==> src/rtl/dstate_wr_ctrl.sv <==
`default_nettype none
// +--------------------------------------------------------------------------+
// | Module   : dstate_wr_ctrl                                                |
// | Purpose  : Write-side controller for the backprop dstate ping-pong       |
// |            buffer. Accepts dstate words over valid/ready and writes      |
// |            them into a 2*NUM_CELL-entry RAM as two banks of NUM_CELL     |
// |            words. A bank is flagged full when its last word lands and    |
// |            is freed by the consumer's release pulse. Writes stall while  |
// |            the target bank is still held.                                |
// | Ports    : clk, rst          clock, asynchronous active-high reset       |
// |            i_start          begin a run (honoured only in IDLE)          |
// |            i_valid/i_data   producer word + qualifier                    |
// |            i_release        consumer frees the oldest full bank          |
// |            o_ready          word accepted when i_valid && o_ready        |
// |            o_we/o_addr_wr/o_data_wr  registered RAM write port           |
// |            o_full[1:0]      per-bank full flags                          |
// |            o_busy/o_done    run in progress / end-of-run pulse           |
// |            o_err            sticky protocol error                        |
// | Options  : DSTATE_WR_ERRCHK_EN - when defined, protocol violations set   |
// |            o_err and abort the run to IDLE; otherwise o_err stays 0.     |
// | Revision : 1.0  initial release                                          |
// +--------------------------------------------------------------------------+
module dstate_wr_ctrl #(
  parameter int DATA_WIDTH   = 16,
  parameter int ADDR_WIDTH   = 12,
  parameter int NUM_CELL     = 8,
  parameter int NUM_TIMESTEP = 12
) (
  input  logic                  clk,
  input  logic                  rst,
  input  logic                  i_start,
  input  logic                  i_valid,
  input  logic [DATA_WIDTH-1:0] i_data,
  input  logic                  i_release,
  output logic                  o_ready,
  output logic                  o_we,
  output logic [ADDR_WIDTH-1:0] o_addr_wr,
  output logic [DATA_WIDTH-1:0] o_data_wr,
  output logic [1:0]            o_full,
  output logic                  o_busy,
  output logic                  o_done,
  output logic                  o_err
);

  localparam int IDX_W  = (NUM_CELL > 1) ? $clog2(NUM_CELL) : 1;
  localparam int STEP_W = (NUM_TIMESTEP > 1) ? $clog2(NUM_TIMESTEP) : 1;

  localparam logic [IDX_W-1:0]      LAST_IDX   = IDX_W'(NUM_CELL - 1);
  localparam logic [STEP_W-1:0]     LAST_STEP  = STEP_W'(NUM_TIMESTEP - 1);
  localparam logic [ADDR_WIDTH-1:0] BANK1_BASE = ADDR_WIDTH'(NUM_CELL);

  typedef enum logic [1:0] {
    ST_IDLE = 2'd0,
    ST_FILL = 2'd1,
    ST_WAIT = 2'd2,
    ST_DONE = 2'd3
  } state_t;

  state_t              state;
  logic                wr_bank;
  logic                rd_bank;
  logic [IDX_W-1:0]    idx;
  logic [STEP_W-1:0]   step;
  logic [1:0]          full;

  logic                accept;
  logic                bank_done;
  logic                rel_hit;
  logic [1:0]          full_nxt;
  logic [ADDR_WIDTH-1:0] wr_addr;
  logic                err_event;

  assign o_ready = (state == ST_FILL) && !full[wr_bank];
  assign o_busy  = (state != ST_IDLE);
  assign o_full  = full;

  // Release is judged against the current flags, so a bank that completes
  // this cycle can never be the one being released. full_nxt is the
  // post-release, post-complete view used for the WAIT/DONE decisions.
  always_comb begin
    accept    = o_ready && i_valid;
    bank_done = accept && (idx == LAST_IDX);
    rel_hit   = i_release && full[rd_bank];
    full_nxt  = full;
    if (rel_hit)   full_nxt[rd_bank] = 1'b0;
    if (bank_done) full_nxt[wr_bank] = 1'b1;
    wr_addr   = (wr_bank ? BANK1_BASE : '0) + ADDR_WIDTH'(idx);
  end

`ifdef DSTATE_WR_ERRCHK_EN
  // Producer pushing into a stalled buffer, or a release with nothing held.
  assign err_event = (((state == ST_FILL) || (state == ST_WAIT)) && i_valid && !o_ready)
                   || (i_release && (full == 2'b00));
`else
  assign err_event = 1'b0;
`endif

  always_ff @(posedge clk or posedge rst) begin
    if (rst) begin
      state     <= ST_IDLE;
      wr_bank   <= 1'b0;
      rd_bank   <= 1'b0;
      idx       <= '0;
      step      <= '0;
      full      <= 2'b00;
      o_we      <= 1'b0;
      o_addr_wr <= '0;
      o_data_wr <= '0;
      o_done    <= 1'b0;
      o_err     <= 1'b0;
    end else begin
      o_done <= 1'b0;
      if (err_event) begin
        // Abort: drop all progress, including flags, so a new run starts clean.
        o_err   <= 1'b1;
        state   <= ST_IDLE;
        wr_bank <= 1'b0;
        rd_bank <= 1'b0;
        idx     <= '0;
        step    <= '0;
        full    <= 2'b00;
        o_we    <= 1'b0;
      end else begin
        o_we <= accept;
        if (accept) begin
          o_addr_wr <= wr_addr;
          o_data_wr <= i_data;
          if (bank_done) begin
            idx     <= '0;
            wr_bank <= ~wr_bank;
            step    <= step + STEP_W'(1);
          end else begin
            idx <= idx + IDX_W'(1);
          end
        end
        full <= full_nxt;
        if (rel_hit) rd_bank <= ~rd_bank;

        case (state)
          ST_IDLE: begin
            if (i_start) begin
              state   <= ST_FILL;
              idx     <= '0;
              step    <= '0;
              wr_bank <= 1'b0;
              rd_bank <= 1'b0;
            end
          end
          ST_FILL: begin
            if (bank_done) begin
              if (step == LAST_STEP)
                state <= ST_DONE;
              else if (full_nxt[~wr_bank])
                state <= ST_WAIT;
            end
          end
          ST_WAIT: begin
            // Uses post-release flags so a release resumes writes next cycle.
            if (!full_nxt[wr_bank]) state <= ST_FILL;
          end
          ST_DONE: begin
            if (full_nxt == 2'b00) begin
              o_done <= 1'b1;
              state  <= ST_IDLE;
            end
          end
          default: state <= ST_IDLE;
        endcase
      end
    end
  end

endmodule
`default_nettype wire

==> config.mk <==
export PLATFORM = sky130hd
export DESIGN_NAME = dstate_wr_ctrl
export DESIGN_NICKNAME = d
export VERILOG_FILES = /design/src/rtl/dstate_wr_ctrl.sv
export SDC_FILE = /design/constraint.sdc
export NUM_CORES = 1
export LEC_CHECK = 0
export ABC_AREA = 1
export CORE_MARGIN = 3
export CORE_UTILIZATION = 45
export CTS_CLUSTER_SIZE = 24
export DETAILED_ROUTE_END_ITERATION = 10
export GPL_TIMING_DRIVEN = 0
export PLACE_DENSITY_LB_ADDON = 0.1
export SYNTH_ARGS = -nofsm -noshare
export SYNTH_HDL_FRONTEND = slang
export SYNTH_SLANG_ARGS = --single-unit
==> constraint.sdc <==
create_clock -name clk -period 2 [get_ports clk]
set_input_delay 0.3 -clock clk [delete_from_list [all_inputs] [get_ports clk]]
set_output_delay 0.3 -clock clk [all_outputs]
set_load 0.05 [all_outputs]
==> impl_metrics.env, run 1 <==
export IMPL_layout_nets=272
export IMPL_path_max_fanout=4
export IMPL_die_h_um=66.7
export IMPL_power_density_mw_per_mm2=1490
export IMPL_p_sw_share_pct=45.1
export IMPL_leakagePower_nw=1.16
export IMPL_synth_area_top_cells="dfrtp_1 (53%), nand2_1 (16%), buf_4 (4.1%)"
export IMPL_seqPwrFrac_pct=30.3
export IMPL_worstPathRequired_ns=1.70
export IMPL_dr_total_vias=1350
export IMPL_worst_setup_path_start_kind="flop"
export IMPL_worst_slew_pin_slew_ns=0.699
export IMPL_internal_power_w=0.00190
export IMPL_fmax_mhz=554
export IMPL_dr_pass1_iters=4
export IMPL_syn_avg_cell_area_um2=8.86
export IMPL_crit_family="buffers and inverters"
export IMPL_cts_buffer_depth=2
export IMPL_wl_per_cell_um=10.9
export IMPL_multiInputGateArea_um2=667
export IMPL_fillerInstances=291
export IMPL_ant_nets=0
export IMPL_drv_slew=0
export IMPL_ys_ff_latch=35
export IMPL_die_area_mm2=0.00445
export IMPL_use_met1_pct=22.9
export IMPL_cts_tree="yes"
export IMPL_die_w_um=66.7
export IMPL_syn_cell_area_mm2=0.00166
export IMPL_status="finished clean"
export IMPL_period_minus_slack_ns=1.80
export IMPL_cp_end_kind="output pin"
export IMPL_postCtsSetupBuffers=0
export IMPL_numCtsBuffers=5
export IMPL_yosysSeqAreaShare_pct=52.9
export IMPL_rsz0062_at_grt="false"
export IMPL_gp_congestion=0.830
export IMPL_met3_usage_pct=5.06
export IMPL_grt_pass1_vias=1321
export IMPL_ys_warn_count=0
export IMPL_htreeDepth=2
export IMPL_io_pins=56
export IMPL_met2_usage_pct=28.0
export IMPL_grt_pass1_wl_um=5870
export IMPL_grt_max_degree=36
export IMPL_io_buffers=46
export IMPL_pwr_share_comb_pct=51.0
export IMPL_top_usage_layer="met2"
export IMPL_yosysUniqueCellTypes=30
export IMPL_total_power_w=0.00346
export IMPL_post_route_drc_count=0
export IMPL_arrival_ns=1.50
export IMPL_ctsRootBufferMaster="clkbuf_8"
export IMPL_slowest_stage="clkdlybuf4s50_1"
export IMPL_setup_tns_ns=0
export IMPL_maxSlewHeadroom_pct=53.3
export IMPL_worstSkewPairLatency_ns=0.28
export IMPL_vias_per_cell=4.58
export IMPL_detail_route_wirelength_um=3220
export IMPL_finalCritPeriodShare_pct=90.2
export IMPL_synth_top_area_share_pct=52.9
export IMPL_vdd_drop_max_v=0.00104
export IMPL_cap_violations=0
export IMPL_critPathKind="flop to output pin"
export IMPL_setup_viol=0
export IMPL_syn_inst=187
export IMPL_num_antenna_cells=0
export IMPL_drt_iter0_markers=48
export IMPL_dpl_hpwl_um=2310
export IMPL_hold_path_class="primary input to asynchronous set/reset pin"
export IMPL_drive_gt1_share_pct=15.3
export IMPL_clk_pin_slew_worst_paths_ns=0.07
export IMPL_row_count=21
export IMPL_critPathMaxStageDelay_ns=0.83
export IMPL_hold_viol_final=0
export IMPL_synth_top_area_cell="dfrtp_1"
export IMPL_ff_latch_area_um2=876
export IMPL_initial_core_util_pct=48.1
export IMPL_overflow=0
export IMPL_path_buf_inv=1
export IMPL_core_mm2=0.00344
export IMPL_clock_sinks=35
export IMPL_p_sw_w=0.00156
export IMPL_antenna_found_initial=0
export IMPL_syn_to_final_growth_pct=39.8
export IMPL_p_clk_share_pct=18.7
export IMPL_globalRouteTotalUtil_pct=17.2
export IMPL_skew_ns=0.00468
export IMPL_utilization_pct=67.3
export IMPL_path_cells="clkdlybuf4s50_1"
[per-stage QoR]
step,cell area [µm²],setup slack (ns),instances,hold WS [ns]
floorplan,1690,0.238,195,0.410
global placement,2200,0.0910,287,0.463
detailed placement,2200,0.0891,287,0.464
CTS,2320,0.0461,295,0.483
global route,2320,0.142,295,0.511
finish,2320,0.196,295,0.458
[cell type report]
| cell class | count | area share [%] |
|---|---|---|
| buffer | 13 | 3.94 |
| clock buffer | 6 | 3.57 |
| sequential | 35 | 37.8 |
| tap | 46 | 2.49 |
| multi-input combinational | 133 | 28.8 |
| timing repair buffer | 46 | 19.6 |
| inverter | 14 | 2.27 |
| clock inverter | 2 | 1.51 |
[worst paths after layout]
| kind | from | endpoint | slack [ns] | depth (start not counted) |
|---|---|---|---|---|
| max | o_full[0]$_DFF_PP0_ | o_full[0] | 0.20 | 1 |
| min | rst | state[1]$_DFFE_PP0P_ | 0.46 | 2 |
| max reg2reg | idx[0]$_DFF_PP0_ | state[1]$_DFFE_PP0P_ | 0.37 | 8 |
| min reg2reg | o_data_wr[5]$_DFFE_PP0N_ | o_data_wr[5]$_DFFE_PP0N_ | 0.48 | 2 |
| max in group asynchronous | rst | o_full[1]$_DFF_PP0_ | 1.09 | 2 |
| min in group clk | o_data_wr[5]$_DFFE_PP0N_ | o_data_wr[5]$_DFFE_PP0N_ | 0.48 | 2 |
[cells by family (layout without fill, tap and decap cells)]
group	count (synthesis)	after routing	share of synthesized area, %
and+or+nand+nor	105	105	30.6
DFF	35	35	52.9
buffers and inverters	27	81	8.69
AOI/OAI and AO/OA	16	16	5.36
adders and majority gates	3	3	2.27
other	1	9	0.226
[repair_timing]
item	in CTS	in global routing
hold endpoints to repair	0	0
resized for setup	2	2
hold buffers	0	0
setup endpoints to repair	2	1
pin swaps	0	0
[cell usage in the layout (no fill, tap or decap), drive strengths merged]
cell and instances:
ha 3, inv 14, a211oi 1, a31oi 1, o22ai 1, nand2 74
clkbuf 9, conb 9, nand3 8, o21ai 8, clkinv 1, nand4 4
dfrtp 35, a21oi 5, buf 11, bufinv 1, nor2 12, nor3 4
dlygate4sd2 1, nor3b 3, clkdlybuf4s50 44
[per-layer routing]
metal / vias to the layer above / share of wire, %
met3: 2 / 6.7
li1: 699 / -
met1: 604 / 45
met4: 0 / 0.40
met5: - / 0
met2: 45 / 48
[power groups by stage]
stage | clock network, W | registers (W) | logic [W]
4_1_cts | 0.000669 | 0.00105 | 0.00179
2_1_floorplan | 0 | 0.00170 | 0.000605
5_1_grt | 0.000695 | 0.00108 | 0.00191
3_5_place_dp | 0 | 0.00106 | 0.00180
3_3_place_gp | 0 | 0.00106 | 0.00178
6_report | 0.000646 | 0.00105 | 0.00176
[Yosys cell counts]
cell type  instances
buf_4              9
inv_1             10
conb_1             1
a211oi_1           1
nand2_2            3
nor2_2             1
clkbuf_1           2
inv_2              4
nor3b_2            2
o21ai_0            3
a31oi_1            1
o21ai_2            1
nor3_1             4
nor2_4             1
buf_2              1
nand3_2            1
nand2_4            2
nand4_1            4
buf_6              1
o21ai_1            4
ha_1               3
nor2_8             1
nand2_1           69
nand3_1            6
nor2_1             9
o22ai_1            1
nand3_4            1
a21oi_1            5
nor3b_1            1
dfrtp_1           35
[state kept, by name, indices dropped and copies added (netlist names)]
register / count
o_done: 1
rd_bank: 1
wr_bank: 1
o_full: 2
step: 4
o_addr_wr: 4
o_we: 1
state: 2
idx: 3
o_data_wr: 16
Power figures use the tool's default switching activity.
==> inputs of run 2 (changes only) <==
--- a/config.mk
+++ b/config.mk
@@ -12,6 +12,7 @@
 export DETAILED_ROUTE_END_ITERATION = 10
 export GPL_TIMING_DRIVEN = 0
 export PLACE_DENSITY_LB_ADDON = 0.1
+export SLEW_MARGIN = 5
 export SYNTH_ARGS = -nofsm -noshare
 export SYNTH_HDL_FRONTEND = slang
 export SYNTH_SLANG_ARGS = --single-unit
==> results of run 2 <==
Same layout as run 1: the final DEF is identical, and so are final timing and power.
==> inputs of run 3 (changes only) <==
--- a/config.mk
+++ b/config.mk
@@ -12,7 +12,7 @@
 export DETAILED_ROUTE_END_ITERATION = 10
 export GPL_TIMING_DRIVEN = 0
 export PLACE_DENSITY_LB_ADDON = 0.1
-export SLEW_MARGIN = 5
+export SLEW_MARGIN = 10
 export SYNTH_ARGS = -nofsm -noshare
 export SYNTH_HDL_FRONTEND = slang
 export SYNTH_SLANG_ARGS = --single-unit
==> results of run 3 <==
Same layout as run 1: the final DEF is identical, and so are final timing and power.
